## src/rtl/mc_control_fsm.sv

```systemverilog
// mc_control_fsm: multi-cycle Moore sequencer for the MIPS-subset datapath.
// Latency with MemReady high: R/I-ALU 4, lw 5, sw 4, beq/bne 3 cycles. Each MemReady-low cycle in FETCH/MEM_RD/MEM_WR adds one.
// Backpressure: waits in FETCH/MEM_RD/MEM_WR only while MemReady is low. MemRead and MemWrite stay steady during a wait; write and PC strobes stay low.
// Ports: clk, reset (sync, active-high); Op/Func from the IR; Zero from the ALU; MemReady from the memory port.
//        Datapath strobes and mux selects; Retired pulses once per completed instruction; IllegalOp is sticky until reset; State is for debug.
// Build option: define MC_MEM_HANDSHAKE_EN to honour MemReady. With it undefined, MemReady is ignored and the memory states take one cycle.
module mc_control_fsm (
   input  logic       clk,
   input  logic       reset,
   input  logic [5:0] Op,
   input  logic [5:0] Func,
   input  logic       Zero,
   input  logic       MemReady,
   output logic       PCWrite,
   output logic       IRWrite,
   output logic       IorD,
   output logic       MemRead,
   output logic       MemWrite,
   output logic       MemtoReg,
   output logic       RegWrite,
   output logic       RegDst,
   output logic       ALUSrcA,
   output logic [1:0] ALUSrcB,
   output logic [3:0] ALUCntl,
   output logic [1:0] PCSource,
   output logic       Retired,
   output logic       IllegalOp,
   output logic [3:0] State
);

   // The encoding is visible on State, so FETCH stays at zero (the reset value).
   typedef enum logic [3:0] {
      S_FETCH  = 4'd0,
      S_DECODE = 4'd1,
      S_EXEC_R = 4'd2,
      S_EXEC_I = 4'd3,
      S_WB_ALU = 4'd4,
      S_MEMADR = 4'd5,
      S_MEM_RD = 4'd6,
      S_MEM_WR = 4'd7,
      S_WB_MEM = 4'd8,
      S_BRANCH = 4'd9,
      S_HALT   = 4'd10
   } state_t;

   state_t     stateQ;
   logic       illegalQ;
   logic       memRdy;
   logic [3:0] rCntl;
   logic       rLegal;
   logic [3:0] iCntl;
   logic       iLegal;

`ifdef MC_MEM_HANDSHAKE_EN
   assign memRdy = MemReady;
`else
   // Without the handshake every memory access finishes in one cycle.
   logic unusedMemReady;
   assign unusedMemReady = MemReady;
   assign memRdy         = 1'b1;
`endif

   // R-type function decode.
   always_comb begin
      rCntl  = 4'b0000;
      rLegal = 1'b1;
      case (Func)
         6'h20:   rCntl = 4'b1010;  // add
         6'h21:   rCntl = 4'b0010;  // addu
         6'h22:   rCntl = 4'b1110;  // sub
         6'h23:   rCntl = 4'b0110;  // subu
         6'h24:   rCntl = 4'b0000;  // and
         6'h25:   rCntl = 4'b0001;  // or
         6'h26:   rCntl = 4'b0011;  // xor
         6'h27:   rCntl = 4'b1100;  // nor
         6'h2A:   rCntl = 4'b0101;  // slt
         6'h2B:   rCntl = 4'b1111;  // sltu
         default: rLegal = 1'b0;
      endcase
   end

   // I-type ALU opcode decode.
   always_comb begin
      iCntl  = 4'b0000;
      iLegal = 1'b1;
      case (Op)
         6'h08:   iCntl = 4'b1010;  // addi
         6'h09:   iCntl = 4'b0010;  // addiu
         6'h0C:   iCntl = 4'b0000;  // andi
         6'h0D:   iCntl = 4'b0001;  // ori
         6'h0A:   iCntl = 4'b0101;  // slti
         6'h0B:   iCntl = 4'b1111;  // sltiu
         default: iLegal = 1'b0;
      endcase
   end

   always_ff @(posedge clk) begin
      if (reset) begin
         stateQ   <= S_FETCH;
         illegalQ <= 1'b0;
      end else begin
         case (stateQ)
            S_FETCH:  if (memRdy) stateQ <= S_DECODE;
            S_DECODE: begin
               if (Op == 6'h00 && rLegal)           stateQ <= S_EXEC_R;
               else if (iLegal)                     stateQ <= S_EXEC_I;
               else if (Op == 6'h23 || Op == 6'h2B) stateQ <= S_MEMADR;
               else if (Op == 6'h04 || Op == 6'h05) stateQ <= S_BRANCH;
               else begin
                  stateQ   <= S_HALT;
                  illegalQ <= 1'b1;
               end
            end
            S_EXEC_R: stateQ <= S_WB_ALU;
            S_EXEC_I: stateQ <= S_WB_ALU;
            S_WB_ALU: stateQ <= S_FETCH;
            // Only lw and sw reach MEMADR, so anything other than lw is sw.
            S_MEMADR: stateQ <= (Op == 6'h23) ? S_MEM_RD : S_MEM_WR;
            S_MEM_RD: if (memRdy) stateQ <= S_WB_MEM;
            S_MEM_WR: if (memRdy) stateQ <= S_FETCH;
            S_WB_MEM: stateQ <= S_FETCH;
            S_BRANCH: stateQ <= S_FETCH;
            S_HALT:   stateQ <= S_HALT;
            default:  stateQ <= S_FETCH;
         endcase
      end
   end

   // Moore decode of the outputs. Reset masks everything, so no partial strobe leaks out in the reset cycle.
   always_comb begin
      PCWrite   = 1'b0;
      IRWrite   = 1'b0;
      IorD      = 1'b0;
      MemRead   = 1'b0;
      MemWrite  = 1'b0;
      MemtoReg  = 1'b0;
      RegWrite  = 1'b0;
      RegDst    = 1'b0;
      ALUSrcA   = 1'b0;
      ALUSrcB   = 2'b00;
      ALUCntl   = 4'b0000;
      PCSource  = 2'b00;
      Retired   = 1'b0;
      IllegalOp = 1'b0;
      State     = 4'd0;
      if (!reset) begin
         State     = stateQ;
         IllegalOp = illegalQ;
         case (stateQ)
            S_FETCH: begin
               MemRead = 1'b1;
               ALUSrcB = 2'b01;
               ALUCntl = 4'b0010;
               IRWrite = memRdy;
               PCWrite = memRdy;
            end
            S_DECODE: begin
               ALUSrcB = 2'b11;
               ALUCntl = 4'b0010;
            end
            S_EXEC_R: begin
               ALUSrcA = 1'b1;
               ALUCntl = rCntl;
            end
            S_EXEC_I: begin
               ALUSrcA = 1'b1;
               ALUSrcB = 2'b10;
               ALUCntl = iCntl;
            end
            S_WB_ALU: begin
               RegWrite = 1'b1;
               RegDst   = (Op == 6'h00);
               Retired  = 1'b1;
            end
            S_MEMADR: begin
               ALUSrcA = 1'b1;
               ALUSrcB = 2'b10;
               ALUCntl = 4'b0010;
            end
            S_MEM_RD: begin
               MemRead = 1'b1;
               IorD    = 1'b1;
            end
            S_MEM_WR: begin
               MemWrite = 1'b1;
               IorD     = 1'b1;
               Retired  = memRdy;
            end
            S_WB_MEM: begin
               RegWrite = 1'b1;
               MemtoReg = 1'b1;
               Retired  = 1'b1;
            end
            S_BRANCH: begin
               ALUSrcA  = 1'b1;
               ALUCntl  = 4'b1110;
               PCSource = 2'b01;
               Retired  = 1'b1;
               PCWrite  = (Op == 6'h04) ? Zero : ~Zero;
            end
            default: ;
         endcase
      end
   end

endmodule

```

## config.mk

```make
export PLATFORM = sky130hd
export DESIGN_NAME = mc_control_fsm
export DESIGN_NICKNAME = d
export VERILOG_FILES = /design/src/rtl/mc_control_fsm.sv
export SDC_FILE = /design/constraint.sdc
export NUM_CORES = 1
export LEC_CHECK = 0
export CORE_MARGIN = 1
export CORE_UTILIZATION = 44
export DETAILED_ROUTE_END_ITERATION = 8
export PLACE_DENSITY = 0.85
export SYNTH_ARGS = -nofsm -noshare
export SYNTH_HDL_FRONTEND = slang
export SYNTH_SLANG_ARGS = --single-unit
```

## constraint.sdc

```tcl
create_clock -name clk -period 2.9 [get_ports clk]
set_input_delay 0.58 -clock clk [delete_from_list [all_inputs] [get_ports clk]]
set_output_delay 0.58 -clock clk [all_outputs]
set_load 0.1 [all_outputs]
```

==> reports/summary.txt, run 1 <==
Max Cap Viol -> 0
P_int -> 0.000534 W
WL per Instance -> 15.9 µm
die width -> 45.2 µm
share of post-route cells with drive strength above 1 -> 25.6%
Tmin final -> 2.86 ns
largest net degree at the start of global routing -> 20
CTS buffer count -> 3
post-synthesis sequential area ratio -> 12.2%
DRT iter0 DRCs -> 53
final setup violating endpoints -> 0
H-tree lvl count -> 1
Die ar. -> 0.00204 mm²
DR vias -> 1123
Startpoint Class -> input pin
Detail Route Antenna Nets -> 0
grt total ovfl -> 0
I/O Buffers -> 36
Hold Vio Cnt, Final -> 0
Cells after Synth -> 129
# DRC -> 0
synthesized flop and latch total -> 5
clock buffer depth -> 2
cell row count -> 15
Comb power frac -> 82.7%
Primary FF master, synth -> dfxtp_1
fmax -> 349 MHz
Crit Path Class -> input pin to output port
final setup TNS -> 0 ns
Worst Path Max Fanout -> 3
most frequent cells in the layout -> buf_12, nor2_1, clkdlybuf4s50_1
most common cell after layout, fill and taps aside -> buf_12
CTS tree -> built
initial antenna violation count -> 0
CORE AREA -> 0.00173 mm²
Final Cell Area -> 0.00150 mm²
DR pass1 iterations -> 5
Synth Warn # -> 0
Via-to-Cell Ratio -> 5.94
Die Span Y -> 45.2 µm
WP data arrival -> 2.28 ns
clock sinks -> 5
Worst Clk Skew -> 0.000769 ns
Sw Ratio -> 61.0%
Total Nets Final -> 181
CP endpoint kind -> output port
final wirelength -> 3.01 mm
period utilization -> 98.7%
Hold Buf Count CTS -> 0
fin. max-slew vios -> 0
Mean Syn Cell Area -> 6.35 µm²
gpl congestion -> 0.891
net count after synthesis -> 145
clock share of power -> 5.9%
Ports -> 39
global-route wire length before repair -> 4.39 mm
Hold Path Class -> flop to flop
CTS root buf -> clkbuf_4
Psw -> 0.000836 W
ys async rst share -> 0%
result of the run -> completed
Area Overhead vs Synth -> 83.1%
Seq pwr share -> 11.4%
Post-synth EDFFs -> 0
Final Total Pwr -> 0.00137 W
Worst IR Drop VDD -> 0.000700 V
DP Area -> 0.00146 mm²
FILL cells -> 98
Netlist cell types -> 41
slew margin rel. -> 57.8%
Initial Utilization -> 47.5%
Pwr Density -> 913 mW/mm²
synthesized cell area -> 820 µm²
ANT cells -> 0
vias in the first global route -> 985
Clk Latency, worst-skew pair -> 0.24 ns
Worst-path clk slew -> 0.05 ns
worst-margin pin slew -> 0.632 ns
Pleak -> 0.564 nW
DPL Wire Length -> 2.15 mm
pre-CTS WS -> 0.0446 ns
final worst setup slack -> 0.0376 ns
worst path required time -> 2.32 ns
Total GRT Usage -> 28.8%
==> sequential cells by signal, indices dropped and copies added, names as in the netlist <==
| name | count |
|---|---|
| stateQ | 4 |
| illegalQ | 1 |
==> power groups by stage <==
stage	clock network [W]	registers [W]	logic, W
after global placement	0	0.000149	0.00110
after floorplan	0	0.000111	0.000783
after global routing	0.0000869	0.000160	0.00118
after CTS	0.0000824	0.000151	0.00112
final	0.0000809	0.000156	0.00113
after detailed placement	0	0.000153	0.00112
==> Yosys cell counts (2+ instances only) <==
| library cell | n | area share, % |
|---|---|---|
| buf_2 | 6 | 3.7 |
| nand3_1 | 2 | 1.2 |
| a21oi_1 | 10 | 6.1 |
| buf_1 | 2 | 0.92 |
| o21ai_0 | 6 | 3.7 |
| nand2b_1 | 5 | 3.8 |
| dfxtp_1 | 5 | 12 |
| nor2_1 | 18 | 8.2 |
| o21a_1 | 3 | 2.7 |
| xor2_1 | 4 | 4.3 |
| inv_1 | 6 | 2.7 |
| o32ai_1 | 2 | 2.1 |
| o31ai_1 | 2 | 1.8 |
| nand4_1 | 2 | 1.5 |
| nand4b_1 | 2 | 2.1 |
| a31oi_1 | 2 | 1.5 |
| a211oi_1 | 4 | 3.7 |
| nand2_1 | 10 | 4.6 |
| nor3_1 | 6 | 3.7 |
| or3_1 | 2 | 1.5 |
| nor2b_1 | 9 | 6.9 |
| mux2i_1 | 2 | 2.4 |
==> stage by stage <==
stage	utilization [%]	instances	hold slack [ns]
floorplan	-	129	0.456
global placement	84.4	184	0.466
detailed placement	84.4	184	0.485
CTS	85.9	188	0.495
global route	86.9	189	0.545
finish	86.9	189	0.492
==> cells by family after synthesis <==
kind of cell / count (synthesis) / share of synthesized area (%)
buffers and inverters: 16 / 8.70
other: 1 / 0.458
XOR/XNOR: 4 / 4.27
multiplexers: 2 / 2.44
flip-flops: 5 / 12.2
AND/OR/NAND/NOR: 63 / 40.2
AO/OA/AOI/OAI: 38 / 31.8
==> final timing paths <==
path | slack, ns | cells past startpoint | startpoint | endpoint
max reg2reg | 1.20 | 4 | stateQ[2] | stateQ[3]
min reg2reg | 0.49 | 2 | illegalQ | illegalQ
max | 0.04 | 6 | Op[3] | ALUCntl[3]
min | 0.49 | 2 | illegalQ | illegalQ
==> per-layer routing <==
layer,part of all wire [%],global-route usage (%)
met5,0,0
met1,38,35.0
met3,6.5,4.40
met2,53,52.5
met4,2.7,6.67
==> what timing repair did <==
action / in CTS / in global routing
endpoints found under the hold margin: 0 / 0
buffers inserted: 0 / 1
gates resized for setup: 0 / 2
endpoints found under the setup margin: 0 / 2
==> cell type report <==
type / instances / area (µm²) / area share (%)
multi-input cells: 108 / 699 / 46.6
repair buffers: 41 / 621 / 41.4
flip-flops and latches: 5 / 100 / 6.67
well taps: 25 / 31.3 / 2.09
clock buffers: 4 / 26.3 / 1.75
inverters: 6 / 22.5 / 1.50
==> worst max-delay path: stages <==
cell and delay (ns):
clkdlybuf4s50_1 0.52, nor3b_4 0.24, nand4_1 0.17, o32a_1 0.39
a21boi_2 0.19, buf_12 0.19
Note: power is estimated with default switching activity, not from simulation.
==> inputs of run 2 (changes only) <==
--- a/config.mk
+++ b/config.mk
@@ -7,6 +7,7 @@
 export LEC_CHECK = 0
 export CORE_MARGIN = 1
 export CORE_UTILIZATION = 44
+export CTS_CLUSTER_DIAMETER = 40
 export DETAILED_ROUTE_END_ITERATION = 8
 export PLACE_DENSITY = 0.85
 export SYNTH_ARGS = -nofsm -noshare
==> results of run 2 <==
No change in the layout: final DEF, timing and power equal those of run 1.
==> inputs of run 3 (changes only) <==
--- a/config.mk
+++ b/config.mk
@@ -10,6 +10,7 @@
 export CTS_CLUSTER_DIAMETER = 40
 export DETAILED_ROUTE_END_ITERATION = 8
 export PLACE_DENSITY = 0.85
+export RECOVER_POWER = 50
 export SYNTH_ARGS = -nofsm -noshare
 export SYNTH_HDL_FRONTEND = slang
 export SYNTH_SLANG_ARGS = --single-unit
==> reports/summary.txt, run 3 (synthesis gave the netlist of run 1 again) <==
DR pass1 iterations -> 4 (-1)
DRT iter0 DRCs -> 76 (+43%)
CP delay by family, top -> buffers and inverters
global-route wire length before repair -> 4.39 mm (unchanged)
Inst Count DP -> 184 (unchanged)
final worst setup slack -> 0.0330 ns (-0.00458 ns)
H-tree lvl count -> 1 (unchanged)
ANT cells -> 0 (unchanged)
Area Overhead vs Synth -> 71.5%
final setup violating endpoints -> 0 (unchanged)
worst path required time -> 2.32 ns (about the same)
critical-path cell with the highest stage delay -> clkdlybuf4s50_1
Worst-path clk slew -> 0.05 ns (about the same)
WL per Instance -> 16.0 µm (+0.30%)
share of post-route cells with drive strength above 1 -> 24.4% (-1.2 points)
initial antenna violation count -> 0 (unchanged)
final wirelength -> 3.02 mm (+0.30%)
Worst Path Max Fanout -> 3 (unchanged)
Total Nets Final -> 181 (unchanged)
Die ar. -> 0.00204 mm² (unchanged)
Worst IR Drop VDD -> 0.000689 V (-1.6%)
Clk Latency, worst-skew pair -> 0.24 ns (about the same)
I/O Buffers -> 36 (unchanged)
CTS tree -> built
fin util -> 81.4% (-5.5 points)
Crit. Startpoint -> Op[3]
worst path buffer plus inverter count -> 2 (unchanged)
DP Area -> 0.00146 mm² (unchanged)
R2R depth -> 4 (unchanged)
Startpoint Class -> input pin
Crit Path Class -> input pin to output port
largest net degree at the start of global routing -> 20 (unchanged)
WP data arrival -> 2.29 ns (about the same)
post-route insts no fill -> 189 (unchanged)
Hold Vio Cnt, Final -> 0 (unchanged)
die width -> 45.2 µm (unchanged)
grt total ovfl -> 0 (unchanged)
Pleak -> 0.541 nW (-4.1%)
slew margin rel. -> 57.8% (about the same)
Total GRT Usage -> 28.8% (unchanged)
Hold Buf Count CTS -> 0 (unchanged)
Largest register FFs -> 4 (unchanged)
WP depth -> 6 (unchanged)
Hold Path Class -> flop to flop
Ports -> 39 (unchanged)
clock buffer depth -> 2 (unchanged)
most frequent cells in the layout -> nor2_1, buf_12, clkdlybuf4s50_1
DPL Wire Length -> 2.15 mm (unchanged)
biggest regs -> stateQ (4), illegalQ (1)
Worst Clk Skew -> 0.00106 ns (+0.000290 ns)
CP endpoint kind -> output port
worst r2r dst -> stateQ[3]
fin. max-slew vios -> 0 (unchanged)
fmax -> 349 MHz (-0.16%)
vias in the first global route -> 985 (unchanged)
Max Cap Viol -> 0 (unchanged)
Seq. cell area -> 100 µm² (unchanged)
Final Cell Area -> 0.00141 mm² (-6.3%)
Cell Chain, Critical Path -> clkdlybuf4s50_1 > nor3b_4 > nand4_1 > o32a_1 > a21boi_2 > buf_12
CORE AREA -> 0.00173 mm² (unchanged)
area of the multi-input gates -> 694 µm² (-0.72%)
Initial Utilization -> 47.5% (unchanged)
FILL cells -> 110 (+12%)
Via-to-Cell Ratio -> 5.93 (-0.27%)
pre-CTS WS -> 0.0446 ns (unchanged)
R2R Setup Slk -> 1.13 ns (-0.07 ns)
Die Span Y -> 45.2 µm (unchanged)
CTS root buf -> clkbuf_4
CP endpoint -> ALUCntl[3]
# DRC -> 0 (unchanged)
worst-margin pin slew -> 0.633 ns (+0.000518 ns)
Detail Route Antenna Nets -> 0 (unchanged)
RR Startpoint -> stateQ[2]
Slowest Stage Delay on Critical Path -> 0.53 ns (about the same)
period utilization -> 98.9% (+0.16 points)
WHS -> 0.491 ns (-0.000484 ns)
Tmin final -> 2.87 ns (+0.00458 ns)
DR vias -> 1120 (-0.27%)
Pwr Density -> 933 mW/mm² (+2.2%)
Biggest register -> stateQ
gpl congestion -> 0.891 (unchanged)
result of the run -> completed
CTS buffer count -> 3 (unchanged)
clock sinks -> 5 (unchanged)
cell row count -> 15 (unchanged)
run 3: cell count changes in the layout (fill, tap and decap cells not counted):
| cell | before | now |
|---|---|---|
| clkbuf_2 | 0 | 6 |
| clkdlybuf4s50_1 | 13 | 12 |
| nor2_2 | 3 | 2 |
| nor2_1 | 15 | 16 |
| o21ai_0 | 6 | 7 |
| nor2b_1 | 8 | 9 |
| nor2b_2 | 1 | 0 |
| dlygate4sd3_1 | 0 | 1 |
| buf_12 | 22 | 16 |
| o21ai_1 | 1 | 0 |
run 3: routing by layer:
| metal | routed length [µm] | global-route usage [%] | up-vias |
|---|---|---|---|
| met5 | 0 | 0 | - |
| met4 | 73 | 6.67 | 0 |
| met3 | 196 | 4.40 | 9 |
| met2 | 1570 | 52.5 | 55 |
| met1 | 1180 | 35.0 | 527 |
| li1 | - | - | 529 |
run 3: layout make-up:
cell class,instances,area share (%)
multi-input combinational,108,49.4
tap,25,2.23
sequential,5,7.12
inverter,6,1.60
timing repair buffer,41,37.8
clock buffer,4,1.87
run 3: per-stage QoR:
step / total power, W / setup TNS [ns]
after global placement: 0.00125 / 0
final: 0.00131 / 0
after global routing: 0.00137 / -0.0305
after CTS: 0.00135 / 0
after floorplan: 0.000894 / -2.43
after detailed placement: 0.00127 / 0
run 3: worst reg2reg max path: stages, from the launching register on:
cell and delay [ns]:
dfxtp_1 0.50, or2_1 0.37, a211oi_1 0.22, o21ai_0 0.22
o32ai_1 0.36
run 3: how the worst min path moves through the flow:
stage               startpoint  slack, ns  endpoint  cells after the start
global route          illegalQ       0.55  illegalQ                      2
finish                illegalQ       0.49  illegalQ                      2
floorplan             illegalQ       0.46  illegalQ                      2
detailed placement    illegalQ       0.49  illegalQ                      2
CTS                   illegalQ       0.50  illegalQ                      2
global placement      illegalQ       0.47  illegalQ                      2
run 3: timing repair:
item / in CTS / in global routing
setup endpoints to repair: 0 / 2
gates resized for setup: 0 / 2
hold endpoints to repair: 0 / 0
setup buffers: 0 / 1
run 3: report_power, final:
group          total [W]  internal, W  switching, W
combinational    0.00107     0.000340      0.000733
clock          0.0000828    0.0000522     0.0000307
sequential      0.000156    0.0000935     0.0000624
